--- config.mk ---
export PLATFORM = sky130hd
export DESIGN_NAME = alu_arbiter
export DESIGN_NICKNAME = d
export VERILOG_FILES = /design/src/rtl/alu_arbiter.sv
export SDC_FILE = /design/constraint.sdc
export NUM_CORES = 1
export LEC_CHECK = 0
export CORE_AREA = 3 3 163 165
export CTS_CLUSTER_SIZE = 8
export DETAILED_ROUTE_END_ITERATION = 8
export DIE_AREA = 0 0 166 168
export PLACE_DENSITY = 0.61
export SLEW_MARGIN = 15
export SYNTH_ARGS = -nofsm -noshare
export SYNTH_HDL_FRONTEND = slang
export SYNTH_SLANG_ARGS = --single-unit
--- constraint.sdc ---
create_clock -name clk -period 3.74 [get_ports clk]
set_clock_uncertainty 0.2 [all_clocks]
set_input_delay 1.122 -clock clk [delete_from_list [all_inputs] [get_ports clk]]
set_output_delay 1.122 -clock clk [all_outputs]
set_load 0.1 [all_outputs]
--- src/rtl/alu_arbiter.sv ---
// rtl/alu_arbiter.sv - round-robin arbiter/sequencer sharing one external ALU among NUM_REQ requesters
// Optional ALU_ARB_ERR_EN adds resp_error, which flags opcodes outside 1..5.
module alu_arbiter #(
    parameter int WIDTH   = 32,
    parameter int NUM_REQ = 4,
    parameter int ID_W    = $clog2(NUM_REQ)
) (
    input  logic                     clk,
    input  logic                     rst,
    input  logic [NUM_REQ-1:0]       req_valid,
    output logic [NUM_REQ-1:0]       req_ready,
    input  logic [NUM_REQ*WIDTH-1:0] req_operand1,
    input  logic [NUM_REQ*WIDTH-1:0] req_operand2,
    input  logic [NUM_REQ*4-1:0]     req_opcode,
    output logic [WIDTH-1:0]         alu_operand1,
    output logic [WIDTH-1:0]         alu_operand2,
    output logic [3:0]               alu_opcode,
    input  logic [WIDTH-1:0]         alu_result,
    output logic                     resp_valid,
    input  logic                     resp_ready,
    output logic [ID_W-1:0]          resp_id,
`ifdef ALU_ARB_ERR_EN
    output logic                     resp_error,
`endif
    output logic [WIDTH-1:0]         resp_result
);

    typedef enum logic [1:0] {IDLE, EXEC, RESP} state_t;

    state_t          state;
    logic [ID_W-1:0] rr_ptr;
    logic [ID_W-1:0] winner;
    logic [ID_W-1:0] next_ptr;
    logic            grant_found;
    logic            hi_found;
    logic            lo_found;
    logic [ID_W-1:0] hi_idx;
    logic [ID_W-1:0] lo_idx;

    logic [WIDTH-1:0] op1_arr [NUM_REQ];
    logic [WIDTH-1:0] op2_arr [NUM_REQ];
    logic [3:0]       opc_arr [NUM_REQ];

    always_comb begin
        for (int i = 0; i < NUM_REQ; i++) begin
            op1_arr[i] = req_operand1[i*WIDTH +: WIDTH];
            op2_arr[i] = req_operand2[i*WIDTH +: WIDTH];
            opc_arr[i] = req_opcode[i*4 +: 4];
        end
    end

    // Lowest requester at or above rr_ptr wins; otherwise lowest below it (wrap).
    always_comb begin
        hi_found = 1'b0;
        lo_found = 1'b0;
        hi_idx   = '0;
        lo_idx   = '0;
        for (int i = NUM_REQ - 1; i >= 0; i--) begin
            if (req_valid[i]) begin
                if (ID_W'(i) >= rr_ptr) begin
                    hi_found = 1'b1;
                    hi_idx   = ID_W'(i);
                end else begin
                    lo_found = 1'b1;
                    lo_idx   = ID_W'(i);
                end
            end
        end
        grant_found = hi_found | lo_found;
        winner      = hi_found ? hi_idx : lo_idx;
        next_ptr    = (winner == ID_W'(NUM_REQ - 1)) ? '0 : winner + 1'b1;
        req_ready   = '0;
        if (state == IDLE && grant_found) begin
            req_ready[winner] = 1'b1;
        end
    end

    always_ff @(posedge clk) begin
        if (rst) begin
            state        <= IDLE;
            rr_ptr       <= '0;
            alu_operand1 <= '0;
            alu_operand2 <= '0;
            alu_opcode   <= '0;
            resp_valid   <= 1'b0;
            resp_id      <= '0;
            resp_result  <= '0;
`ifdef ALU_ARB_ERR_EN
            resp_error   <= 1'b0;
`endif
        end else begin
            case (state)
                IDLE: begin
                    if (grant_found) begin
                        alu_operand1 <= op1_arr[winner];
                        alu_operand2 <= op2_arr[winner];
                        alu_opcode   <= opc_arr[winner];
                        resp_id      <= winner;
                        rr_ptr       <= next_ptr;
`ifdef ALU_ARB_ERR_EN
                        resp_error   <= !(opc_arr[winner] inside {[4'd1:4'd5]});
`endif
                        state        <= EXEC;
                    end
                end
                EXEC: begin
                    resp_result <= alu_result;
                    resp_valid  <= 1'b1;
                    state       <= RESP;
                end
                RESP: begin
                    // Handshake cycle grants nothing; arbitration resumes from IDLE.
                    if (resp_ready) begin
                        resp_valid <= 1'b0;
                        state      <= IDLE;
                    end
                end
                default: state <= IDLE;
            endcase
        end
    end

endmodule
* Word-level counts from Yosys, hierarchy flattened
Cells that the tools add are included.
** Cells by class
- Add/subtract/negate cells :: 1
- Equal/unequal tests :: 5
- Bitwise logic cells :: 2
- Reduce and logical (&&, ||, !) cells :: 7
- Mux-type cells :: 51
- $lt $le $gt $ge :: 7
** Operators with widths (count)
- $bmux W32 S2 :: 2
- $mux W32 :: 4
- $mux W2 :: 20
- $mux W1 :: 18
- $mux W4 :: 3
- $bmux W4 S2 :: 1
- $pmux W2 S3 :: 1
- $reduce_and A2 Y1 :: 3
- $eq A2 B2 Y1 const B :: 2
- $ge A1 B2 Y1 const A :: 2
- $ge A2 B2 Y1 const A :: 2
- $ne A2 B2 Y1 const B :: 2
- $ge A3 B3 Y1 const B :: 1
- $lt A2 B3 Y1 const B :: 1
- $not A2 Y3 :: 1
- $add A2 B1 Y2 const B :: 1
- $demux W1 S2 :: 1
- $eq A2 B1 Y1 const B :: 1
- $ge A2 B1 Y1 const B :: 1
- $logic_and A1 B1 Y1 :: 2
- $logic_not A2 Y1 :: 1
- $pmux W1 S2 :: 1
- $reduce_bool A2 Y1 :: 1
- $or A1 B1 Y1 :: 1
** Word-level totals
- Bits of input ports :: 311
- Flip-flop bits (word level) :: 107
- Output and inout bits :: 107
- Word-level logic and storage cells :: 81

* Depth between registers and ports, before layout
Gate-level depths: netlist of the first run.
- Depth in word-level cells :: 15
- Mapped depth :: 9
- Mapped depth without buffers :: 5

* Worst setup path before layout of the first run
No wires, ideal clock.
- Path kind :: input port to output port
- Start :: in req_valid[0]
- End :: out req_ready[1]
- Path slack :: -2079 ps
- Required time :: 2418 ps
- Path buffers :: 4
- Stages on the path :: 8
- Data arrival time :: 4497 ps
- Path through :: buf_2 > nor2b_1 > or4_1 > buf_2 > and2_1 > buf_2 > buf_4 > nor3_1
** On the way
- Cells in the longest elaborated chain, start to end :: 7
- Elaborated cells on any way between the ends :: 13
- Classes of those cells :: order compare (2); mux (8); bitwise (1); reduce/logical (2)
** RTL lines
- from (decl) :: line 10 : input logic [NUM_REQ-1:0] req_valid,
- $mux W2 or $mux W1 (tied branches) :: line 59 : if (req_valid[i]) begin
- $mux W2 :: line 70 : winner = hi_found ? hi_idx : lo_idx;
- $lt A2 B3 Y1 (not written as such) or $ge A2 B1 Y1 (tied branches) :: line 74 : req_ready[winner] = 1'b1;
- $logic_and A1 B1 Y1 (not written as such) :: line 74
- $mux W1 (not written as such) :: line 74
- $demux W1 S2 :: line 74
- $mux W4 * :: line 73 : if (state == IDLE && grant_found) begin
- to (decl) :: line 11 : output logic [NUM_REQ-1:0] req_ready,
Every way passes the cells marked *; elsewhere a longest branch is shown, timed or not.

* Final worst setup path of the first run
- Start :: in req_valid[2]
- End :: out req_ready[1]
** On the way
- Cells in the longest elaborated chain, start to end :: 11
- Elaborated cells on any way between the ends :: 29
- Classes of those cells :: order compare (2); mux (24); bitwise (1); reduce/logical (2)
** RTL lines
- $mux W2 or $mux W1 (tied branches) :: line 59
- $mux W2 or $mux W1 (tied branches) :: line 60 : if (ID_W'(i) >= rr_ptr) begin
- $mux W2 or $mux W1 (tied branches) :: line 59
- $mux W2 or $mux W1 (tied branches) :: line 60
- $mux W2 or $mux W1 (tied branches) :: line 59
- $mux W2 :: line 70
- $lt A2 B3 Y1 (not written as such) or $ge A2 B1 Y1 (tied branches) :: line 74
- $logic_and A1 B1 Y1 (not written as such) :: line 74
- $mux W1 (not written as such) :: line 74
- $demux W1 S2 :: line 74
- $mux W4 * :: line 73
Marked as above.

==> results.sh, run 1 <==
export IMPL_wl_per_cell_um=18.8
export IMPL_antenna_found_initial=1
export IMPL_hold_buffers=0
export IMPL_yosysSeqAreaShare_pct=36.2
export IMPL_hold_viol=0
export IMPL_via_per_inst=5.01
export IMPL_grt_pass1_vias=7158
export IMPL_die_area_mm2=0.0279
export IMPL_cp_arrival_ns=2.38
export IMPL_grt_max_degree=113
export IMPL_cts_sinks=107
export IMPL_ant_nets=0
export IMPL_drv_slew=0
export IMPL_ios=418
export IMPL_min_period_over_period_pct=99.0
export IMPL_drive_gt1_share_pct=15.9
export IMPL_drt_iter0_drc=415
export IMPL_synth_area_top_cells="dfxtp_1 36%, a221oi_1 8.3%, a211oi_1 7.3%, and3_1 6.0%, a21boi_0 5.1%"
export IMPL_insertion_delay_ns=0.35
export IMPL_slew_headroom_pct=32.2
export IMPL_dp_slack_ns=-0.443
export IMPL_dr_pass1_iters=4
export IMPL_hp_class="reg -> reg"
export IMPL_ys_seq_elements=107
export IMPL_synth_edf_count=0
export IMPL_async_reset_ff_share_pct=0
export IMPL_grt_overflow=0
export IMPL_rsz0062_at_grt="no"
export IMPL_min_from="resp_result[9]"
export IMPL_cap_violations=0
export IMPL_power_mw=5.24
export IMPL_max_clock_freq_mhz=270
export IMPL_cts_buffers=9
export IMPL_worstSetupPathType="in -> out"
export IMPL_worst_ir_drop_vdd_uv=230
export IMPL_status="complete, no violations"
export IMPL_floorplan_initialDensity_pct=23.5
export IMPL_cts_tree="done"
export IMPL_design_area_mm2=0.0106
export IMPL_synth_area_per_cell_um2=7.83
export IMPL_die_x_um=166
export IMPL_netlist_instances=757
export IMPL_core_mm2=0.0252
export IMPL_place_hpwl_um=20000
export IMPL_synth_most_common_cell="dfxtp_1"
export IMPL_grtUsageTotal_pct=18.6
export IMPL_htreeDepth=3
export IMPL_ys_warn_count=0
export IMPL_fill_cells=2566
export IMPL_setup_ws_ns=0.0378
export IMPL_synth_distinct_cells=36
export IMPL_whs_ns=0.257
export IMPL_syn_nets=1068
export IMPL_vias=7326
export IMPL_place_congestion=0.794
export IMPL_min_period_ns=3.70
export IMPL_multi_input_area_mm2=0.00352
export IMPL_dpl_cell_area_mm2=0.0103
export IMPL_grt_first_pass_wirelength_um=41500
export IMPL_synth_top_area_cell="dfxtp_1"
export IMPL_worst_slew_pin_slew_ns=1.02
export IMPL_worstPathMaxFanout=3
export IMPL_netlist_area_leader_share_pct=36.2
export IMPL_portBuffers=417
export IMPL_drc=0
export IMPL_p_leak_nw=4.16
export IMPL_seq_area_mm2=0.00214
export IMPL_nets=1437
export IMPL_setup_viol=0
export IMPL_pwr_density_cell_mw_per_mm2=493
export IMPL_r2r_start="rr_ptr[1]"
export IMPL_synthToLayoutAreaGrowth_pct=79.5
export IMPL_drt_wl_total_um=27500
export IMPL_end_kind="primary output"
export IMPL_syn_area_mm2=0.00592
export IMPL_cts_buffer_depth=2
export IMPL_final_core_util_pct=42.2
export IMPL_cp_start_kind="input port"
export IMPL_synth_commonest_cells="107 x dfxtp_1, 80 x clkbuf_1, 78 x nor2_1"
export IMPL_clockRootBuffer="clkbuf_16"
export IMPL_critical_path_startpoint="req_valid[2]"
export IMPL_clk_pin_slew_worst_paths_ns=0.07
export IMPL_rows=58
export IMPL_fp_dieH_um=168
export IMPL_synthFlopType="dfxtp_1"
export IMPL_critPathRequiredTime_ns=2.42
-- timing repair --
item                                    4_1_cts  5_1_grt
endpoints found under the setup margin        4        1
pin swaps                                     5        0
buffers inserted                              1        0
gates resized for setup                      20        3
gates cloned                                  0        0
-- metal layers --
layer	track usage, %	part of all wire (%)	up-vias
li1	-	-	3576
met1	22.0	41	3429
met2	33.1	50	297
met3	5.64	7.4	24
met4	4.41	1.7	0
met5	0	0	-
-- registers in the layout, indices dropped and copies added (netlist names) --
| signal | count |
|---|---|
| resp_result | 32 |
| rr_ptr | 2 |
| resp_id | 2 |
| alu_opcode | 4 |
| resp_valid | 1 |
| alu_operand2 | 32 |
| state | 2 |
| alu_operand1 | 32 |
-- final timing paths --
check / depth (start not counted) / to / slack (ns)
max reg2reg: 6 / alu_opcode[0] / 1.13
max: 6 / req_ready[1] / 0.04
min reg2reg: 2 / resp_result[9] / 0.26
min: 2 / resp_result[9] / 0.26
-- cell families after synthesis --
| family | share of synthesized area (%) |
|---|---|
| mux | 2.03 |
| buf+inv | 6.40 |
| simple gates | 19.5 |
| compound gates | 35.9 |
| flops | 36.2 |
-- per-stage QoR --
step | std cells | setup TNS, ns
final | 1462 | 0
after global routing | 1462 | 0
after CTS | 1461 | 0
after detailed placement | 1444 | -5.02
after global placement | 1444 | -3.04
after floorplan | 757 | -0.873
-- critical path: stages --
cell     delay (ns)
buf_6          0.10
nor2b_4        0.11
or4_4          0.51
and2_4         0.19
nor3_4         0.15
buf_12         0.20
-- power breakdown --
| group | total (mW) | switching [mW] | internal, mW |
|---|---|---|---|
| sequential | 1.41 | 0.103 | 1.31 |
| combinational | 2.82 | 1.93 | 0.882 |
| clock | 1.01 | 0.531 | 0.483 |
| total | 5.24 | 2.57 | 2.67 |
-- final cells by class --
type / count / area share [%]
Sequential cell: 107 / 20.1
Tap cell: 330 / 3.88
Clock buffer: 9 / 2.12
Timing Repair Buffer: 449 / 39.9
Multi-Input combinational cell: 558 / 33.1
Inverter: 1 / 0.0353
Clock inverter: 7 / 0.812
Antenna cell: 1 / 0.0235
-- layout by cell type, fill, tap and decap left out, drive strengths merged, types with 40 or more instances in the layout --
cell type and n:
clkdlybuf4s50 305, buf 144, dfxtp 107, nor2 78
nand2 70, a211oi 58, o21ai 58, and3 57
a21boi 57, a221oi 56, a21oi 40
Note: power is estimated with default switching activity, not from simulation.
==> inputs of run 2 (changes only) <==
Settings changed: CTS_BUF_LIST from default to sky130_fd_sc_hd__clkbuf_8, SETUP_SLACK_MARGIN from default to 0.1, SKIP_CTS_REPAIR_TIMING from default to 1.
==> run 2 against run 1 <==
  * The flow now finishes with violations (negative setup slack)
  * Global-route usage decreased by 0.13 points
  * Largest cell class unchanged
  * Sequential power barely moved
  * Critical path type unchanged
  * Total power decreased by 4.3%
  * Design area fell by 0.19%
  * Sequential share of layout area is essentially flat
  * Cell count is 0.75% higher
  * Largest power group unchanged
==> results.sh, run 2 (synthesized netlist as in run 1, its figures left out) <==
export IMPL_vias=7286
export IMPL_drv_slew=0
export IMPL_grt_max_degree=85
export IMPL_cts_sinks=107
export IMPL_worst_slew_pin_slew_ns=0.988
export IMPL_portBuffers=417
export IMPL_grt_pass1_vias=7134
export IMPL_tns_ns=-0.0333
export IMPL_wl_per_cell_um=18.4
export IMPL_synthToLayoutAreaGrowth_pct=79.2
export IMPL_min_period_ns=3.76
export IMPL_rows=58
export IMPL_cts_tree="done"
export IMPL_fp_dieH_um=168
export IMPL_cap_violations=0
export IMPL_layout_commonest_cell="clkdlybuf4s50_1"
export IMPL_antenna_found_initial=3
export IMPL_instances_no_fill=1473
export IMPL_grtUsageTotal_pct=18.5
export IMPL_grt_first_pass_wirelength_um=41400
export IMPL_floorplan_initialDensity_pct=23.5
export IMPL_hp_class="reg -> reg"
export IMPL_slew_headroom_pct=34.1
export IMPL_p_leak_nw=4.16
export IMPL_htreeDepth=3
export IMPL_place_congestion=0.818
export IMPL_rsz0062_at_grt="yes"
export IMPL_cp_arrival_ns=2.44
export IMPL_worstSetupPathType="in -> out"
export IMPL_worst_ir_drop_vdd_uv=187
export IMPL_ios=418
export IMPL_status="finished with violations"
export IMPL_final_core_util_pct=42.2
export IMPL_cts_buffers=9
export IMPL_violations="negative setup slack"
export IMPL_die_area_mm2=0.0279
export IMPL_drt_iter0_drc=422
export IMPL_critPathRequiredTime_ns=2.42
export IMPL_setup_ws_ns=-0.0238
export IMPL_ant_nets=0
export IMPL_via_per_inst=4.95
export IMPL_dr_pass1_iters=5
export IMPL_dp_cells=1450
export IMPL_max_clock_freq_mhz=266
export IMPL_pwr_density_cell_mw_per_mm2=472
export IMPL_clk_pin_slew_worst_paths_ns=0.13
export IMPL_drc=0
export IMPL_fill_cells=2613
export IMPL_place_hpwl_um=19800
export IMPL_setup_viol=2
export IMPL_power_mw=5.01
export IMPL_final_cell_mix="305 x clkdlybuf4s50_1, 137 x buf_4, 107 x dfxtp_1"
export IMPL_clockRootBuffer="clkbuf_8"
export IMPL_grt_overflow=0
export IMPL_insertion_delay_ns=0.39
export IMPL_hold_viol=0
export IMPL_drive_gt1_share_pct=16.8
export IMPL_core_mm2=0.0252
export IMPL_worstPathMaxFanout=3
export IMPL_nets=1446
export IMPL_cts_buffer_depth=2
export IMPL_die_x_um=166
export IMPL_drt_wl_total_um=27100
export IMPL_end_kind="primary output"
export IMPL_cp_start_kind="input port"
export IMPL_top_regs="alu_operand1 x32, alu_operand2 x32, resp_result x32"
export IMPL_min_period_over_period_pct=101
run 2: cell types whose count changed in the layout (fill, tap and decap cells not counted), moves of 2 or more:
cell / delta
buf_6: +4
clkbuf_8: +9
buf_4: +5
buf_2: -2
clkbuf_16: -9
clkbuf_2: +3
diode_2: +2
run 2: stage by stage:
step,setup slack [ns],hold slack (ns),cell area (µm²)
5_1_grt,-0.0700,0.286,10600
3_3_place_gp,-0.447,0.243,10300
4_1_cts,-0.475,0.266,10600
6_report,-0.0238,0.264,10600
2_1_floorplan,-0.676,0.343,6060
3_5_place_dp,-0.465,0.248,10300
run 2: worst paths after layout:
path | startpoint | endpoint | slack (ns) | depth (start not counted)
setup / recovery | req_valid[0] | req_ready[1] | -0.02 | 6
hold reg to reg | resp_result[16] | resp_result[16] | 0.26 | 2
setup reg to reg | rr_ptr[1] | alu_operand1[25] | 1.18 | 7
hold / removal | resp_result[16] | resp_result[16] | 0.26 | 2
run 2: final cells by class:
| class | instances | area (µm²) | share of cell area (%) |
|---|---|---|---|
| clock buffer | 9 | 124 | 1.17 |
| inverter | 1 | 3.75 | 0.0354 |
| clock inverter | 7 | 86.3 | 0.813 |
| sequential | 107 | 2140 | 20.2 |
| antenna | 3 | 7.51 | 0.0707 |
| timing repair buffer | 458 | 4310 | 40.6 |
| tap | 330 | 413 | 3.89 |
| multi-input combinational | 558 | 3530 | 33.2 |
run 2: routing by layer:
layer  wire length, µm  global-route usage [%]
met1             11400                    22.3
met5                 0                       0
met4               315                    4.74
met2             13500                    32.6
met3              1860                    5.00
run 2: worst max-delay path, stage by stage:
cell and delay (ns):
buf_6 0.09, nor2b_4 0.12, or4_4 0.56, and2_4 0.19, nor3_4 0.15, buf_12 0.20
run 2: power by group:
part / internal [mW] / leakage (nW) / switching [mW]
Combinational: 0.894 / 3.17 / 1.93
Clock: 0.275 / 0.105 / 0.508
Sequential: 1.31 / 0.885 / 0.101
Total: 2.47 / 4.16 / 2.54
